`src/rtl/flaf_tap_scheduler.sv`:
```
`default_nettype none
// ============================================================================
// Module   : flaf_tap_scheduler
// Purpose  : Time-multiplexed tap controller for an adaptive FIR filter.
//            One shared multiply/round unit serves NTAPS taps. Per sample the
//            block runs a filtering pass (sum of x[k]*w[k]), emits a saturated
//            output, waits for the scaled error term mu*e, then runs a weight
//            update pass w[k] += round(mu*e * x[k]) over all taps.
// Ports    : clk        - clock
//            reset      - synchronous, active-high reset
//            in_valid   - new sample offered       in_ready  - sample accepted (IDLE)
//            x_in       - input sample (Q(QP))
//            y_valid    - one-cycle output strobe  y_out     - saturated filter output
//            err_valid  - mu*error offered         err_ready - error accepted (WAIT_ERR)
//            mu_err     - mu*error term (Q(QP))
//            busy       - high while filtering or updating
//            tap_idx    - tap currently processed (debug)
// Options  : define FLAF_SAT_WEIGHT_EN to saturate weight updates instead of
//            letting them wrap modulo 2^WIDTH.
// Revision : 1.0 - initial release
// ============================================================================
module flaf_tap_scheduler #(
   parameter int WIDTH = 16,
   parameter int QP    = 12,
   parameter int NTAPS = 8,
   parameter int AW    = 3
) (
   input  logic             clk,
   input  logic             reset,
   input  logic             in_valid,
   output logic             in_ready,
   input  logic [WIDTH-1:0] x_in,
   output logic             y_valid,
   output logic [WIDTH-1:0] y_out,
   input  logic             err_valid,
   output logic             err_ready,
   input  logic [WIDTH-1:0] mu_err,
   output logic             busy,
   output logic [AW-1:0]    tap_idx
);

   localparam int ACCW = WIDTH + AW;
   localparam int PW   = 2 * WIDTH;

   localparam logic signed [PW-1:0] c_RND_HALF = PW'(1) << (QP - 1);
   localparam logic [AW-1:0]        c_LAST_TAP = AW'(NTAPS - 1);
   localparam logic [WIDTH-1:0]     c_Y_MAX    = {1'b0, {(WIDTH-1){1'b1}}};
   localparam logic [WIDTH-1:0]     c_Y_MIN    = {1'b1, {(WIDTH-1){1'b0}}};

   typedef enum logic [1:0] {
      S_IDLE     = 2'd0,
      S_FILTER   = 2'd1,
      S_WAIT_ERR = 2'd2,
      S_UPDATE   = 2'd3
   } state_t;

   state_t                  state_q, state_d;
   logic [AW-1:0]           idx_q, idx_d;
   logic signed [ACCW-1:0]  acc_q, acc_d;
   logic [WIDTH-1:0]        x_q   [NTAPS];
   logic [WIDTH-1:0]        x_d   [NTAPS];
   logic [WIDTH-1:0]        wgt_q [NTAPS];
   logic [WIDTH-1:0]        wgt_d [NTAPS];
   logic [WIDTH-1:0]        mu_q, mu_d;
   logic [WIDTH-1:0]        y_out_q, y_out_d;
   logic                    y_valid_q, y_valid_d;

   // ---------------------------------------------------------------------
   // Shared multiply/round unit. The second operand is the tap weight while
   // filtering and the latched mu*error term while updating.
   // ---------------------------------------------------------------------
   logic [WIDTH-1:0]        w_mul_a;
   logic [WIDTH-1:0]        w_mul_b;
   logic signed [PW-1:0]    w_prod;
   logic signed [PW-1:0]    w_prod_rnd;
   logic [WIDTH-1:0]        w_term;
   logic                    w_unused_rnd;
   logic [ACCW-1:0]         w_acc_sum;
   logic [AW:0]             w_acc_hi;
   logic [WIDTH-1:0]        w_y_sat;
   logic [WIDTH-1:0]        w_wgt_new;

   always_comb begin
      w_mul_a    = x_q[idx_q];
      w_mul_b    = (state_q == S_UPDATE) ? mu_q : wgt_q[idx_q];
      w_prod     = $signed(w_mul_a) * $signed(w_mul_b);
      // Round half up, then drop the QP fractional bits.
      w_prod_rnd = w_prod + c_RND_HALF;
      w_term     = w_prod_rnd[QP +: WIDTH];
   end

   // Fractional and overflow bits of the rounded product are discarded.
   assign w_unused_rnd = ^w_prod_rnd;

   // Accumulator grows by AW bits so NTAPS full-scale terms never overflow.
   assign w_acc_sum = acc_q + {{AW{w_term[WIDTH-1]}}, w_term};
   assign w_acc_hi  = w_acc_sum[ACCW-1:WIDTH-1];

   // Result fits in WIDTH bits only when all bits from WIDTH-1 up agree.
   always_comb begin
      if ((w_acc_hi == {(AW+1){1'b0}}) || (w_acc_hi == {(AW+1){1'b1}})) begin
         w_y_sat = w_acc_sum[WIDTH-1:0];
      end else if (w_acc_sum[ACCW-1]) begin
         w_y_sat = c_Y_MIN;
      end else begin
         w_y_sat = c_Y_MAX;
      end
   end

`ifdef FLAF_SAT_WEIGHT_EN
   logic [WIDTH:0] w_wgt_sum;
   assign w_wgt_sum = {wgt_q[idx_q][WIDTH-1], wgt_q[idx_q]} + {w_term[WIDTH-1], w_term};
   // Overflow when the extended sign bit disagrees with the WIDTH-bit sign.
   always_comb begin
      if (w_wgt_sum[WIDTH] == w_wgt_sum[WIDTH-1]) begin
         w_wgt_new = w_wgt_sum[WIDTH-1:0];
      end else if (w_wgt_sum[WIDTH]) begin
         w_wgt_new = c_Y_MIN;
      end else begin
         w_wgt_new = c_Y_MAX;
      end
   end
`else
   assign w_wgt_new = wgt_q[idx_q] + w_term;
`endif

   // ---------------------------------------------------------------------
   // Next-state and datapath control
   // ---------------------------------------------------------------------
   always_comb begin
      state_d   = state_q;
      idx_d     = idx_q;
      acc_d     = acc_q;
      x_d       = x_q;
      wgt_d     = wgt_q;
      mu_d      = mu_q;
      y_out_d   = y_out_q;
      y_valid_d = 1'b0;

      case (state_q)
         S_IDLE: begin
            if (in_valid) begin
               for (int k = NTAPS - 1; k > 0; k--) begin
                  x_d[k] = x_q[k-1];
               end
               x_d[0]  = x_in;
               acc_d   = '0;
               idx_d   = '0;
               state_d = S_FILTER;
            end
         end

         S_FILTER: begin
            acc_d = w_acc_sum;
            idx_d = idx_q + 1'b1;
            if (idx_q == c_LAST_TAP) begin
               y_out_d   = w_y_sat;
               y_valid_d = 1'b1;
               idx_d     = '0;
               state_d   = S_WAIT_ERR;
            end
         end

         S_WAIT_ERR: begin
            if (err_valid) begin
               mu_d    = mu_err;
               idx_d   = '0;
               state_d = S_UPDATE;
            end
         end

         S_UPDATE: begin
            wgt_d[idx_q] = w_wgt_new;
            idx_d        = idx_q + 1'b1;
            if (idx_q == c_LAST_TAP) begin
               idx_d   = '0;
               state_d = S_IDLE;
            end
         end

         default: begin
            state_d = S_IDLE;
         end
      endcase
   end

   always_ff @(posedge clk) begin
      if (reset) begin
         state_q   <= S_IDLE;
         idx_q     <= '0;
         acc_q     <= '0;
         mu_q      <= '0;
         y_out_q   <= '0;
         y_valid_q <= 1'b0;
         for (int k = 0; k < NTAPS; k++) begin
            x_q[k]   <= '0;
            wgt_q[k] <= '0;
         end
      end else begin
         state_q   <= state_d;
         idx_q     <= idx_d;
         acc_q     <= acc_d;
         mu_q      <= mu_d;
         y_out_q   <= y_out_d;
         y_valid_q <= y_valid_d;
         x_q       <= x_d;
         wgt_q     <= wgt_d;
      end
   end

   assign in_ready  = (state_q == S_IDLE);
   assign err_ready = (state_q == S_WAIT_ERR);
   assign busy      = (state_q == S_FILTER) || (state_q == S_UPDATE);
   assign tap_idx   = idx_q;
   assign y_out     = y_out_q;
   assign y_valid   = y_valid_q;

endmodule
`default_nettype wire

```
`config.mk`:
```
export PLATFORM = sky130hd
export DESIGN_NAME = flaf_tap_scheduler
export DESIGN_NICKNAME = d
export VERILOG_FILES = /design/src/rtl/flaf_tap_scheduler.sv
export SDC_FILE = /design/constraint.sdc
export NUM_CORES = 1
export LEC_CHECK = 0
export CAP_MARGIN = 20
export CORE_MARGIN = 3
export CORE_UTILIZATION = 53
export DETAILED_ROUTE_END_ITERATION = 10
export HOLD_SLACK_MARGIN = 0.15
export PLACE_DENSITY = 0.67
export SYNTH_ARGS = -nofsm -noshare
export SYNTH_HDL_FRONTEND = slang
export SYNTH_SLANG_ARGS = --single-unit
```
`constraint.sdc`:
```
create_clock -name clk -period 25.6 [get_ports clk]
set_input_delay 2.56 -clock clk [delete_from_list [all_inputs] [get_ports clk]]
set_output_delay 2.56 -clock clk [all_outputs]
set_load 0.03 [all_outputs]
```
Word-level counts from Yosys, hierarchy flattened
Index checks and enable logic that the tools add are counted.
{ "op_classes": {"reduce_logical": 14, "mux": 24, "add_sub_neg": 4, "order_cmp": 2, "eq_ne": 9, "n_bitwise": 2, "mul": 1} }
{ "ops": {"columns": ["op", "count"], "rows": [
  ["$bwmux 128", 1],
  ["$mux 16", 8],
  ["$bmux 16 s3", 2],
  ["$demux 16 s3", 1],
  ["$pmux 19 s2", 1],
  ["$add 28x13->28 const B", 1],
  ["$mul 16x16->28", 1],
  ["$add 19x19->19", 1],
  ["$mux 19", 1],
  ["$add 16x16->16", 1],
  ["$reduce_and 2->1", 5],
  ["$mux 3", 3],
  ["$pmux 3 s3", 1],
  ["$mux 2", 4],
  ["$pmux 2 s4", 1],
  ["$ne 2x2->1 const B", 3],
  ["$eq 2x2->1 const B", 2],
  ["$eq 4x4->1 const B", 1],
  ["$ge 4x4->1 const B", 1],
  ["$logic_not 4->1", 1],
  ["$lt 4x1->1 const B", 1],
  ["$not 3->4", 1],
  ["$reduce_and 4->1", 1],
  ["$reduce_or 2->1", 2],
  ["10 further kinds", 11]
]} }
{ "totals": {"output_inout_bits": 23, "in_bits": 36, "ff_bits": 313} }

Depth between registers and ports, before layout
{ "logic_depth": {"word_depth": 11, "mapped_depth": 49, "depth_no_buf": 41} }

Worst setup path before layout
Ideal clock, no wire load.
{ "synth_timing": {"path_kind": "register to register", "from": "reg idx_q[0], in the netlist tap_idx[0]", "to": "reg y_out_q[6], in the netlist y_out[6]", "t_required_ns": 25.520, "path_slack_ns": 14.116, "path_buffers": 8, "t_arrival_ns": 11.404, "setup_ns": 0.080, "stages_incl_launch_ff": 45, "path_cell_list": "dfxtp_1 -> buf_2 -> buf_6 -> buf_4 -> clkbuf_1 -> clkbuf_1 -> buf_1 -> nand2_1 -> nor2_1 -> a21oi_1 -> o221ai_1 -> clkbuf_1 -> nand2_1 -> fa_1 -> fa_1 -> fa_1 -> fa_1 -> inv_1 -> [... 9 more ...] -> and2_1 -> o21a_1 -> o21a_1 -> o22ai_1 -> xnor2_1 -> ha_1 -> or3_1 -> a221o_1 -> a31oi_1 -> o21bai_1 -> a211o_1 -> a21o_1 -> a21oi_1 -> xor2_1 -> nor3_1 -> clkbuf_1 -> o21ai_0 -> a211oi_2"} }
{ "synth_between": {"elab_chain_cells": 11} }
{ "synth_rtl": {"columns": ["element", "line", "text"], "rows": [
  ["start, declared", "58", "logic [AW-1:0] idx_q, idx_d;"],
  ["start signal, assigned", "201", "idx_q <= idx_d;"],
  ["$not 3->4 (not written as such)", "84, 85", null],
  ["$bmux 16 s3", "85", "w_mul_b = (state_q == S_UPDATE) ? mu_q : wgt_q[idx_q];"],
  ["$mux 16 (not written as such) (2 in series)", "85", null],
  ["$mux 16", "85", null],
  ["$mul 16x16->28", "86", "w_prod = $signed(w_mul_a) * $signed(w_mul_b);"],
  ["$add 28x13->28", "88", "w_prod_rnd = w_prod + c_RND_HALF;"],
  ["$add 19x19->19", "96", "assign w_acc_sum = acc_q + {{AW{w_term[WIDTH-1]}}, w_term};"],
  ["$eq 4x4->1 or $logic_not 4->1 (tied branches)", "101", "if ((w_acc_hi == {(AW+1){1'b0}}) || (w_acc_hi == {(AW+1){1'b1}})) begin"],
  ["$logic_or 1x1->1", "101", null],
  ["$mux 16", "101", null],
  ["end signal, assigned", "204", "y_out_q <= y_out_d;"],
  ["end, declared", "65", "logic [WIDTH-1:0] y_out_q, y_out_d;"]
]} }
Parallel ways exist; a longest one is shown, timed or not. The select of a mux whose other input is x is not followed.
A chain may end at the register's enable or synchronous reset.

Worst setup path after layout
{ "layout_timing": {"from": "reg idx_q[0], in the netlist tap_idx[0]", "to": "reg y_out_q[3], in the netlist y_out[3]"} }
The elaborated chain is that of the path after synthesis.

==> out/metrics.yaml <==
sta:
  slew_viol_final: 0
  slew_headroom_pct: 26.0
  worstMarginPinSlew_ns: 1.11
  finalCritPeriodShare_pct: 48.4
  setup-tns-final_ns: 0
  hold_violations: 0
  timing.fmax_mhz: 80.7
  grt_setup_unrepaired: "no"
  finalSetupViolations: 0
  period_needed_ns: 12.39
  finClkSkew_ns: 0.0235
  worst_slack_ns: 13.21
power:
  seqPwrFrac_pct: 36.1
  p_leak_nw: 10.5
  cellPowerDensity_mw_per_mm2: 56.9
  power.internal_w: 0.000934
  swShare_pct: 36.1
  share_comb_of_total_power_pct: 28.3
  vdd_drop_max_uv: 57.6
  p_clk_share_pct: 35.6
  power.switching_w: 0.000528
cells_and_area:
  syn_to_final_growth_pct: 9.00
  drive_gt1_share_pct: 7.16
  n_antenna_cell: 0
  nNetsFinal: 3177
grt:
  grt_pass1_wl_mm: 104
  grt_pass1_vias: 19000
  grt_util_all_layers_pct: 27.7
  grt_max_degree: 137
  globalRouteOverflowTotal: 0
  antenna_found_initial: 0
setup_path:
  crit_top_cell: "fa_1"
  cp_slowest_cell: "dfxtp_4"
  worstPathRequired_ns: 25.96
  cp-end-kind: "flop"
  start_kind: "flop"
  cpPeakStageDelay_ns: 0.87
  cp_max_fo: 58
  cp.arrival_ns: 12.76
  worst-r2r-setup-slack_ns: 13.21
  criticalPathCategory: "reg2reg"
floorplanning:
  rows: 76
  dieHeight_um: 217
  ios: 59
  die-area_mm2: 0.0470
  die_w_um: 217
  core_mm2: 0.0435
  start_util_pct: 54.2
route:
  drt-pass1-iter-count: 5
  vias_per_cell: 5.68
  dr_total_vias: 19300
  drt_iter0_drc: 1653
  detail-route-antenna-nets: 0
  totalWireLength_mm: 65.6
  routedWlPerCell_um: 19.3
  drc: 0
synth:
  ys_top_cells_by_area: "dfxtp_1, fa_1, nand2_1"
  syn_avg_cell_area_um2: 8.30
  synthCells: 2838
  yosys_most_used_dff: "dfxtp_1"
  synth_seq_cells: 313
  yosysUniqueCellTypes: 78
  netlist_top_cells_count: "nand2_1, a21oi_1, dfxtp_1, inv_1, nor2_1"
  synth_enable_flop_cells: 0
  synth_top_cell_by_area: "dfxtp_1"
  seq_area_frac_synth_pct: 26.6
  yosysWarnings: 0
  syn_area_mm2: 0.0236
  synth_nets: 3219
  synthArstFlopShare_pct: 0
  yosysMostFrequentCell: "nand2_1"
  synth_top_area_share_pct: 26.6
placement:
  dp_hpwl_mm: 46.7
  dpl_worst_slack_ns: 13.36
  portBuffers: 58
  place.gp.congestion: 0.894
flow_run:
  drv_cap: 0
hold_path:
  holdCritPathClass: "reg2reg"
clocking:
  ctsResizeCount: 0
  path_clk_slew_ns: 0.06
  cts_tree: "yes"
  postCtsSetupBuffers: 0
  clockBufferDepth: 3
  cts_sinks: 313
  clk_latency_ns: 0.54
  h-tree-depth: 2
  postCtsHoldBufs: 0
  cts_buffers: 34
  cts-root-buf: "clkbuf_16"
status:
  status: "finished clean"
[metrics by stage]
stage	cells	total power (W)	util, %	hold slack, ns	instance area, um2
final	3407	0.00146	59.1	0.450	25700
after global routing	3407	0.00152	59.1	0.467	25700
after CTS	3406	0.00146	59.0	0.450	25700
after detailed placement	3344	0.000941	56.3	0.442	24500
after global placement	3342	0.000938	56.3	0.437	24400
after floorplan	2838	0.000802	-	0.431	23600
[state kept, by name, indices dropped and copies added, names as in the netlist]
signal,cells
x_q,128
y_valid,1
y_out,16
acc_q,19
wgt_q,128
mu_q,16
tap_idx,3
state_q,2
[critical path: cells and delay by family (launching register included)]
kind / cells / cell delay, ns
mux: 1 / 0.51
compound gates: 17 / 4.33
fa+ha+maj: 8 / 3.36
flops: 1 / 0.87
buf+inv: 5 / 0.98
simple gates: 6 / 1.68
xor+xnor: 2 / 0.39
[power by group through the flow]
stage                     combinational, W  sequential [W]  clock, W
final                             0.000413        0.000528  0.000521
after global routing              0.000443        0.000530  0.000549
after CTS                         0.000405        0.000527  0.000527
after detailed placement          0.000403        0.000538         0
after global placement            0.000400        0.000538         0
after floorplan                   0.000281        0.000521         0
[layer usage]
layer  part of all wire [%]  global-route usage [%]
met1                     41                    36.3
met3                    6.4                    4.04
met5                      0                       0
met4                    3.7                    9.85
met2                     49                    47.0
[layout by cell type, fill, tap and decap left out, types with 16 or more instances in the layout]
cell and n:
dfxtp_1 310, mux2i_1 40, buf_4 30, fa_1 231, a22oi_1 36, inv_1 296, a211oi_1 16, nor3_1 19
ha_1 114, o21ai_0 27, a21oi_1 319, o21a_1 18, xnor2_1 47, nor2_1 241, clkbuf_16 36, clkdlybuf4s50_1 57
nor2b_1 27, nand2_1 602, nand2b_1 31, nand3_1 18, mux2_2 49, and2_1 26
[cell type report]
type                       instances  area (um2)
timing repair buffer              90         850
tap                              585         732
fill                            3865       17800
multi-input combinational       2060       15500
inverter                         297        1110
clock buffer                      50        1020
clock inverter                    12         161
sequential                       313        6280
[final timing paths]
kind | depth (start not counted) | from | end
hold reg to reg | 2 | wgt_q[48] | wgt_q[48]
setup reg to reg | 39 | tap_idx[0] | y_out[3]
setup / recovery | 39 | tap_idx[0] | y_out[3]
hold / removal | 2 | wgt_q[48] | wgt_q[48]
[kinds of logic (layout without fill, tap and decap cells)]
kind of cell,after synthesis,count (layout),share of synthesized area [%]
compound gates,509,509,13.3
simple gates,1028,1028,18.3
fa+ha+maj,345,345,25.7
xor+xnor,65,65,2.63
buf+inv,465,449,7.71
flops,313,313,26.6
mux,113,113,5.78
No activity file was read; power rests on OpenSTA's default activity.
